[src/rtl/sub_pipe_64bit.sv]
// rtl/sub_pipe_64bit.sv - 4-stage pipelined 64-bit subtractor with per-stage valid tracking
//
// Computes result = mina - subb one STG_WIDTH slice per pipeline stage.
// The borrow ripples stage to stage, and each stage only advances when its
// input valid is set, so i_en bubbles never mix borrows between operations.
// DATA_WIDTH must equal 4*STG_WIDTH.
//
// Ports:
//   clk     rising-edge clock
//   rst_n   asynchronous active-low reset
//   i_en    operand valid; mina/subb sampled when high
//   mina    minuend
//   subb    subtrahend
//   result  {borrow_out, difference}, borrow_out=1 iff mina < subb (unsigned)
//   o_ovf   two's-complement overflow of the difference
//   o_en    result/o_ovf valid, one cycle per accepted operand pair,
//           4 cycles after the sampling edge
module sub_pipe_64bit #(
   parameter int DATA_WIDTH = 64,
   parameter int STG_WIDTH  = 16
) (
   input  logic                  clk,
   input  logic                  rst_n,
   input  logic                  i_en,
   input  logic [DATA_WIDTH-1:0] mina,
   input  logic [DATA_WIDTH-1:0] subb,
   output logic [DATA_WIDTH:0]   result,
   output logic                  o_ovf,
   output logic                  o_en
);

   localparam int S = STG_WIDTH;

   // per-stage valid bits
   logic v0_q, v1_q, v2_q, v3_q;

   // slice differences and borrows
   logic [S-1:0] d0_q, d1_q, d2_q, d3_q;
   logic         b0_q, b1_q, b2_q, b3_q;

   // upper-slice operands delayed so they meet the borrow of the same op
   logic [S-1:0] a1_q, s1_q;
   logic [S-1:0] a2_q [0:1];
   logic [S-1:0] s2_q [0:1];
   logic [S-1:0] a3_q [0:2];
   logic [S-1:0] s3_q [0:2];

   // lower difference slices delayed to line up with d3
   logic [S-1:0] d0_p1_q, d0_p2_q, d0_p3_q;
   logic [S-1:0] d1_p2_q, d1_p3_q;
   logic [S-1:0] d2_p3_q;

   // operand sign bits travelling alongside stage 3
   logic         sa3_q, sb3_q;

   // output stage
   logic [DATA_WIDTH:0] result_q;
   logic                ovf_q;
   logic                en_q;

   // next-state stage arithmetic, 17-bit so bit S is the borrow
   logic [S:0] st0_d, st1_d, st2_d, st3_d;
   logic       ovf_d;

   always_comb begin
      st0_d = {1'b0, mina[S-1:0]} - {1'b0, subb[S-1:0]};
      st1_d = {1'b0, a1_q}    - {1'b0, s1_q}    - {{S{1'b0}}, b0_q};
      st2_d = {1'b0, a2_q[1]} - {1'b0, s2_q[1]} - {{S{1'b0}}, b1_q};
      st3_d = {1'b0, a3_q[2]} - {1'b0, s3_q[2]} - {{S{1'b0}}, b2_q};
      // operands of different sign whose difference sign differs from the minuend
      ovf_d = (sa3_q != sb3_q) && (d3_q[S-1] != sa3_q);
   end

   always_ff @(posedge clk or negedge rst_n) begin
      if (!rst_n) begin
         v0_q     <= 1'b0;
         v1_q     <= 1'b0;
         v2_q     <= 1'b0;
         v3_q     <= 1'b0;
         d0_q     <= '0;
         d1_q     <= '0;
         d2_q     <= '0;
         d3_q     <= '0;
         b0_q     <= 1'b0;
         b1_q     <= 1'b0;
         b2_q     <= 1'b0;
         b3_q     <= 1'b0;
         a1_q     <= '0;
         s1_q     <= '0;
         a2_q[0]  <= '0;
         a2_q[1]  <= '0;
         s2_q[0]  <= '0;
         s2_q[1]  <= '0;
         a3_q[0]  <= '0;
         a3_q[1]  <= '0;
         a3_q[2]  <= '0;
         s3_q[0]  <= '0;
         s3_q[1]  <= '0;
         s3_q[2]  <= '0;
         d0_p1_q  <= '0;
         d0_p2_q  <= '0;
         d0_p3_q  <= '0;
         d1_p2_q  <= '0;
         d1_p3_q  <= '0;
         d2_p3_q  <= '0;
         sa3_q    <= 1'b0;
         sb3_q    <= 1'b0;
         result_q <= '0;
         ovf_q    <= 1'b0;
         en_q     <= 1'b0;
      end else begin
         v0_q <= i_en;
         v1_q <= v0_q;
         v2_q <= v1_q;
         v3_q <= v2_q;

         // operand delay lines shift unconditionally; position k always
         // holds the operands sampled k cycles ago, valid or not
         a1_q    <= mina[2*S-1 -: S];
         s1_q    <= subb[2*S-1 -: S];
         a2_q[0] <= mina[3*S-1 -: S];
         s2_q[0] <= subb[3*S-1 -: S];
         a2_q[1] <= a2_q[0];
         s2_q[1] <= s2_q[0];
         a3_q[0] <= mina[4*S-1 -: S];
         s3_q[0] <= subb[4*S-1 -: S];
         a3_q[1] <= a3_q[0];
         s3_q[1] <= s3_q[0];
         a3_q[2] <= a3_q[1];
         s3_q[2] <= s3_q[1];

         if (i_en) begin
            {b0_q, d0_q} <= st0_d;
         end
         if (v0_q) begin
            {b1_q, d1_q} <= st1_d;
            d0_p1_q      <= d0_q;
         end
         if (v1_q) begin
            {b2_q, d2_q} <= st2_d;
            d0_p2_q      <= d0_p1_q;
            d1_p2_q      <= d1_q;
         end
         if (v2_q) begin
            {b3_q, d3_q} <= st3_d;
            d0_p3_q      <= d0_p2_q;
            d1_p3_q      <= d1_p2_q;
            d2_p3_q      <= d2_q;
            sa3_q        <= a3_q[2][S-1];
            sb3_q        <= s3_q[2][S-1];
         end

         // result/o_ovf hold the last valid value through bubbles
         if (v3_q) begin
            result_q <= {b3_q, d3_q, d2_p3_q, d1_p3_q, d0_p3_q};
            ovf_q    <= ovf_d;
         end
         en_q <= v3_q;
      end
   end

   assign result = result_q;
   assign o_ovf  = ovf_q;
   assign o_en   = en_q;

endmodule

[config.mk]
export PLATFORM = sky130hd
export DESIGN_NAME = sub_pipe_64bit
export DESIGN_NICKNAME = d
export VERILOG_FILES = /design/src/rtl/sub_pipe_64bit.sv
export SDC_FILE = /design/constraint.sdc
export NUM_CORES = 1
export LEC_CHECK = 0
export ABC_AREA = 0
export CORE_MARGIN = 2
export CORE_UTILIZATION = 61
export DETAILED_ROUTE_END_ITERATION = 8
export GPL_TIMING_DRIVEN = 0
export PLACE_DENSITY = 0.86
export SLEW_MARGIN = 20
export SYNTH_ARGS = -nofsm -noshare
export SYNTH_HDL_FRONTEND = slang
export SYNTH_SLANG_ARGS = --single-unit
[constraint.sdc]
create_clock -name clk -period 4.2 [get_ports clk]
set_clock_uncertainty 0.1 [all_clocks]
set_input_delay 1.05 -clock clk [delete_from_list [all_inputs] [get_ports clk]]
set_output_delay 1.05 -clock clk [all_outputs]
set_load 0.05 [all_outputs]
# After elaboration in Yosys (flattened, before gate mapping)
# Index checks and enable logic that the tools add are counted.
# word_totals
reg_bits	429
output_inout_bits	67
# op_classes
addsub	7
reduce_logical	1
eq_ne	2
# op_table
operator	count
subtractor 16 x 16 -> 17 bit	4
subtractor 17 x 1 -> 17 bit	3
inequality test 1 bit	2
logical AND 1 bit	1

# Depth between registers and ports, before layout
# depth
word_depth	2
mapped_depth	11
mapped_depth_nobuf	10

# Least setup slack after synthesis
# Ideal clock, no wire load.
# synth_path
path_kind	input to register
start	input mina[0]
end	register d0_q[10]
arrival_ns	2.617
setup_ns	0.125
required_time_ns	3.975
path_buffers	0
path_stages	9
slack_ns	1.358
cell_sequence	inv_1 > ha_1 > fa_1 > nor2b_1 > o31a_1 > o21a_1 > a21oi_1 > xnor2_1 > mux2_2
# synth_between
elab_chain_cells	1
# synth_lines
element	line	rtl
start, declared	25	input logic [DATA_WIDTH-1:0] mina,
subtractor 16 x 16 -> 17 bit	66	st0_d = {1'b0, mina[S-1:0]} - {1'b0, subb[S-1:0]};
end signal, assigned	133	{b0_q, d0_q} <= st0_d;
end, declared	38	logic [S-1:0] d0_q, d1_q, d2_q, d3_q;
# No other way between the ends.
# A chain may end at the register's enable or synchronous reset.

# Worst setup path after layout
# layout_path
start	register b0_q
end	register d1_q[12]
# layout_between
elab_chain_cells	1
# layout_lines
element	line	rtl
start, declared	39	logic b0_q, b1_q, b2_q, b3_q;
start signal, assigned	133	
subtractor 17 x 1 -> 17 bit	67	st1_d = {1'b0, a1_q} - {1'b0, s1_q} - {{S{1'b0}}, b0_q};
end signal, assigned	136	{b1_q, d1_q} <= st1_d;
end, declared	38	
# No other way between the ends.

==> results.yml <==
route:
  antenna_left: 0
  wl_per_cell_um: 18.43
  firstDrtPassIters: 5
  vias_per_cell: 5.522
  drt-total-wl_um: 36650
  vias: 10983
  drc: 0
  drt_iter0_markers: 952
synth:
  syn_area_per_cell_um2: 13.26
  ys_types: 70
  netlist_area_um2: 17690
  yosys_warnings: 0
  ys_ff_latch: 429
  synthFlopType: "dfrtp_1"
  synth-adder-area-share_pct: 8.291
  synthesis.nets: 1578
  synth_xor_area_share_pct: 1.981
  synth-seq-area-share_pct: 60.70
  synth_simple_gate_area_share_pct: 4.570
  synth_edf_count: 0
  ys_async_sr_fraction_pct: 100.0
  synth_top_family_by_area: "multiplexers"
  synth_compound_area_share_pct: 7.372
  synthMuxAreaShare_pct: 12.49
  postSynthCellCount: 1334
clocking:
  clk_latency_ns: 0.53
  post-cts-setup-buffer-count: 0
  cts_root_buf: "clkbuf_16"
  ctsHtreeMaxLevel: 2
  cts_hold_buf: 0
  cts_buffers: 42
  clk_pin_slew_ns: 0.06
  clock_sinks: 429
  post_cts_resized: 0
  cts_buffer_depth: 3
  cts_tree: "done"
layout:
  fin_nets: 1823
  postLayoutCoreUtil_pct: 75.41
  drive_above_1_share_pct: 17.45
  n_fill_cell: 1700
  num_antenna_cells: 0
  areaGrowthSynthToFinish_pct: 22.06
global_routing:
  grt_first_pass_wirelength_um: 60670
  grt_pass1_vias: 11790
  globalRoute.totalOverflow: 0
  grt_max_degree: 104
  grt_usage_pct: 25.19
  antenna_found_initial: 1
placement:
  gp_congestion: 0.9079
  portBuffers: 197
  dp_hpwl_um: 25610
sta:
  post-route-min-period_ns: 3.249
  tightest_slew_ns: 0.8921
  setup_violations: 0
  period_share_pct: 77.37
  timing.fmax_ghz: 0.3077
  max_slew_margin_pct: 40.53
  hold_viol: 0
  rsz0062_at_grt: "false"
  setup_tns_ns: 0
  slew_viol_final: 0
  timing.hold.ws_ns: 0.2354
floorplan:
  core-area_um2: 28630
  num_io_pins: 198
  die_area_um2: 30370
  num_rows: 62
  start_util_pct: 61.78
  die_y_um: 174.3
  fp.dieW_um: 174.3
worst_setup_path:
  crit_type: "reg -> reg"
  critPathMaxFanout: 4
  reg2reg_slack_ns: 0.95
  endpoint_kind: "register"
  critPathLaunchType: "register"
  r2r_cells: 9
  crit_required_ns: 4.49
  crit_arrival_ns: 3.54
min_path:
  hold_depth: 0
  hp-class: "reg -> reg"
status:
  status: "complete, no violations"
power:
  powerDensity_nw_per_um2: 576.7
  vdd_drop_max_mv: 0.3821
  leakage_nw: 9.919
flow_run:
  maxCapViolations: 0
==> per-layer routing <==
metal	up-vias	part of all wire [%]	GRT usage [%]
met1	5470	42	33.46
met3	89	5.7	4.834
met4	2	3.5	9.699
li1	5059	-	-
met5	-	0.033	0
met2	363	49	41.50
==> critical path, cell delays in order, from the launching register on <==
cell and delay (ns):
dfrtp_1 0.36, inv_1 0.13, fa_1 0.49, fa_1 0.39, nand2b_1 0.19, a31o_2 0.30
a2111oi_0 0.62, o21bai_1 0.17, a211oi_1 0.27, o31ai_1 0.09
==> report_power, final <==
group / internal [W] / total [W] / switching, W
Sequential: 0.00499 / 0.00545 / 0.000465
Combinational: 0.00144 / 0.00335 / 0.00191
Clock: 0.00215 / 0.00365 / 0.00150
Total: 0.00858 / 0.0124 / 0.00387
==> logic make-up after synthesis <==
family	count (synthesis)
fa+ha+maj	113
mux	196
xor+xnor	40
compound gates	193
simple gates	152
buf+inv	211
flops	429
==> placed cells by master (no fill, tap or decap), types with 8 or more instances in the layout <==
| master | count |
|---|---|
| a21oi_1 | 50 |
| dfrtp_1 | 429 |
| a21o_1 | 16 |
| inv_1 | 171 |
| nand3_1 | 12 |
| nand4_1 | 8 |
| clkbuf_8 | 10 |
| clkdlybuf4s50_1 | 196 |
| clkbuf_1 | 42 |
| nand2b_1 | 8 |
| ha_1 | 106 |
| o21ai_0 | 32 |
| nor3_1 | 8 |
| nor2_1 | 27 |
| o21a_1 | 12 |
| nand2_1 | 41 |
| xor2_1 | 11 |
| clkbuf_16 | 43 |
| a31oi_1 | 12 |
| mux2_2 | 194 |
| xnor2_1 | 29 |
==> cells in the mapped netlist, types with 4 or more instances <==
master / n / area [um^2]
a22oi_1: 4 / 30.03
nand3b_1: 4 / 30.03
fa_1: 7 / 140.1
a31oi_1: 12 / 75.07
o21a_1: 12 / 90.09
nand2_1: 41 / 153.9
o2bb2ai_1: 4 / 35.03
and4_1: 5 / 43.79
a21o_1: 16 / 120.1
o21ai_0: 32 / 160.2
nor4_1: 4 / 25.02
a211oi_1: 6 / 45.04
clkbuf_1: 32 / 120.1
ha_1: 106 / 1326
inv_1: 171 / 641.9
o31ai_1: 5 / 37.54
and3_1: 7 / 43.79
o211ai_1: 5 / 37.54
xnor2_1: 29 / 254.0
nand2b_1: 8 / 50.05
xor2_1: 11 / 96.34
a31o_2: 5 / 43.79
or3_1: 5 / 31.28
o21bai_1: 7 / 52.55
o311ai_0: 4 / 35.03
nand3_1: 12 / 60.06
nand4_1: 8 / 50.05
a21oi_1: 50 / 250.2
mux2_2: 194 / 2185
dfrtp_1: 429 / 10740
nor2_1: 27 / 101.4
nor3_1: 8 / 40.04
==> layout make-up <==
cell class                      count  area (um^2)  area share (%)
Sequential cell                   429        10740           49.73
Multi-Input combinational cell    694         6138           28.44
Timing Repair Buffer              201         2087           9.668
Clock buffer                       62         1237           5.732
Inverter                          172        645.6           2.991
Tap cell                          384        480.5           2.226
Buffer                             39        166.4          0.7709
Clock inverter                      8        96.34          0.4463
==> final timing paths <==
kind | startpoint | endpoint
max | b0_q | d1_q[12]
min | s3_q[21] | s3_q[5]
max reg2reg | b0_q | d1_q[12]
min reg2reg | s3_q[21] | s3_q[5]
max in group asynchronous | rst_n | d0_p3_q[7]
min in group asynchronous | rst_n | result[23]
==> registers in the layout (all words and copies together), names as in the netlist, 32 cells and up <==
name and flops:
result 65, a3_q 48, s3_q 48, a2_q 32, s2_q 32
==> metrics by stage <==
step                      total power (W)  std cells  area, um^2  worst slack, ns
final                             0.01245       1989       21590           0.9506
after floorplan                  0.007605       1334       17690            1.358
after global placement           0.008700       1915       20140           -15.63
after global routing              0.01303       1989       21590           0.8724
after CTS                         0.01253       1989       21590           0.9847
after detailed placement         0.008838       1919       20250           0.6061
No activity file was read; power rests on OpenSTA's default activity.
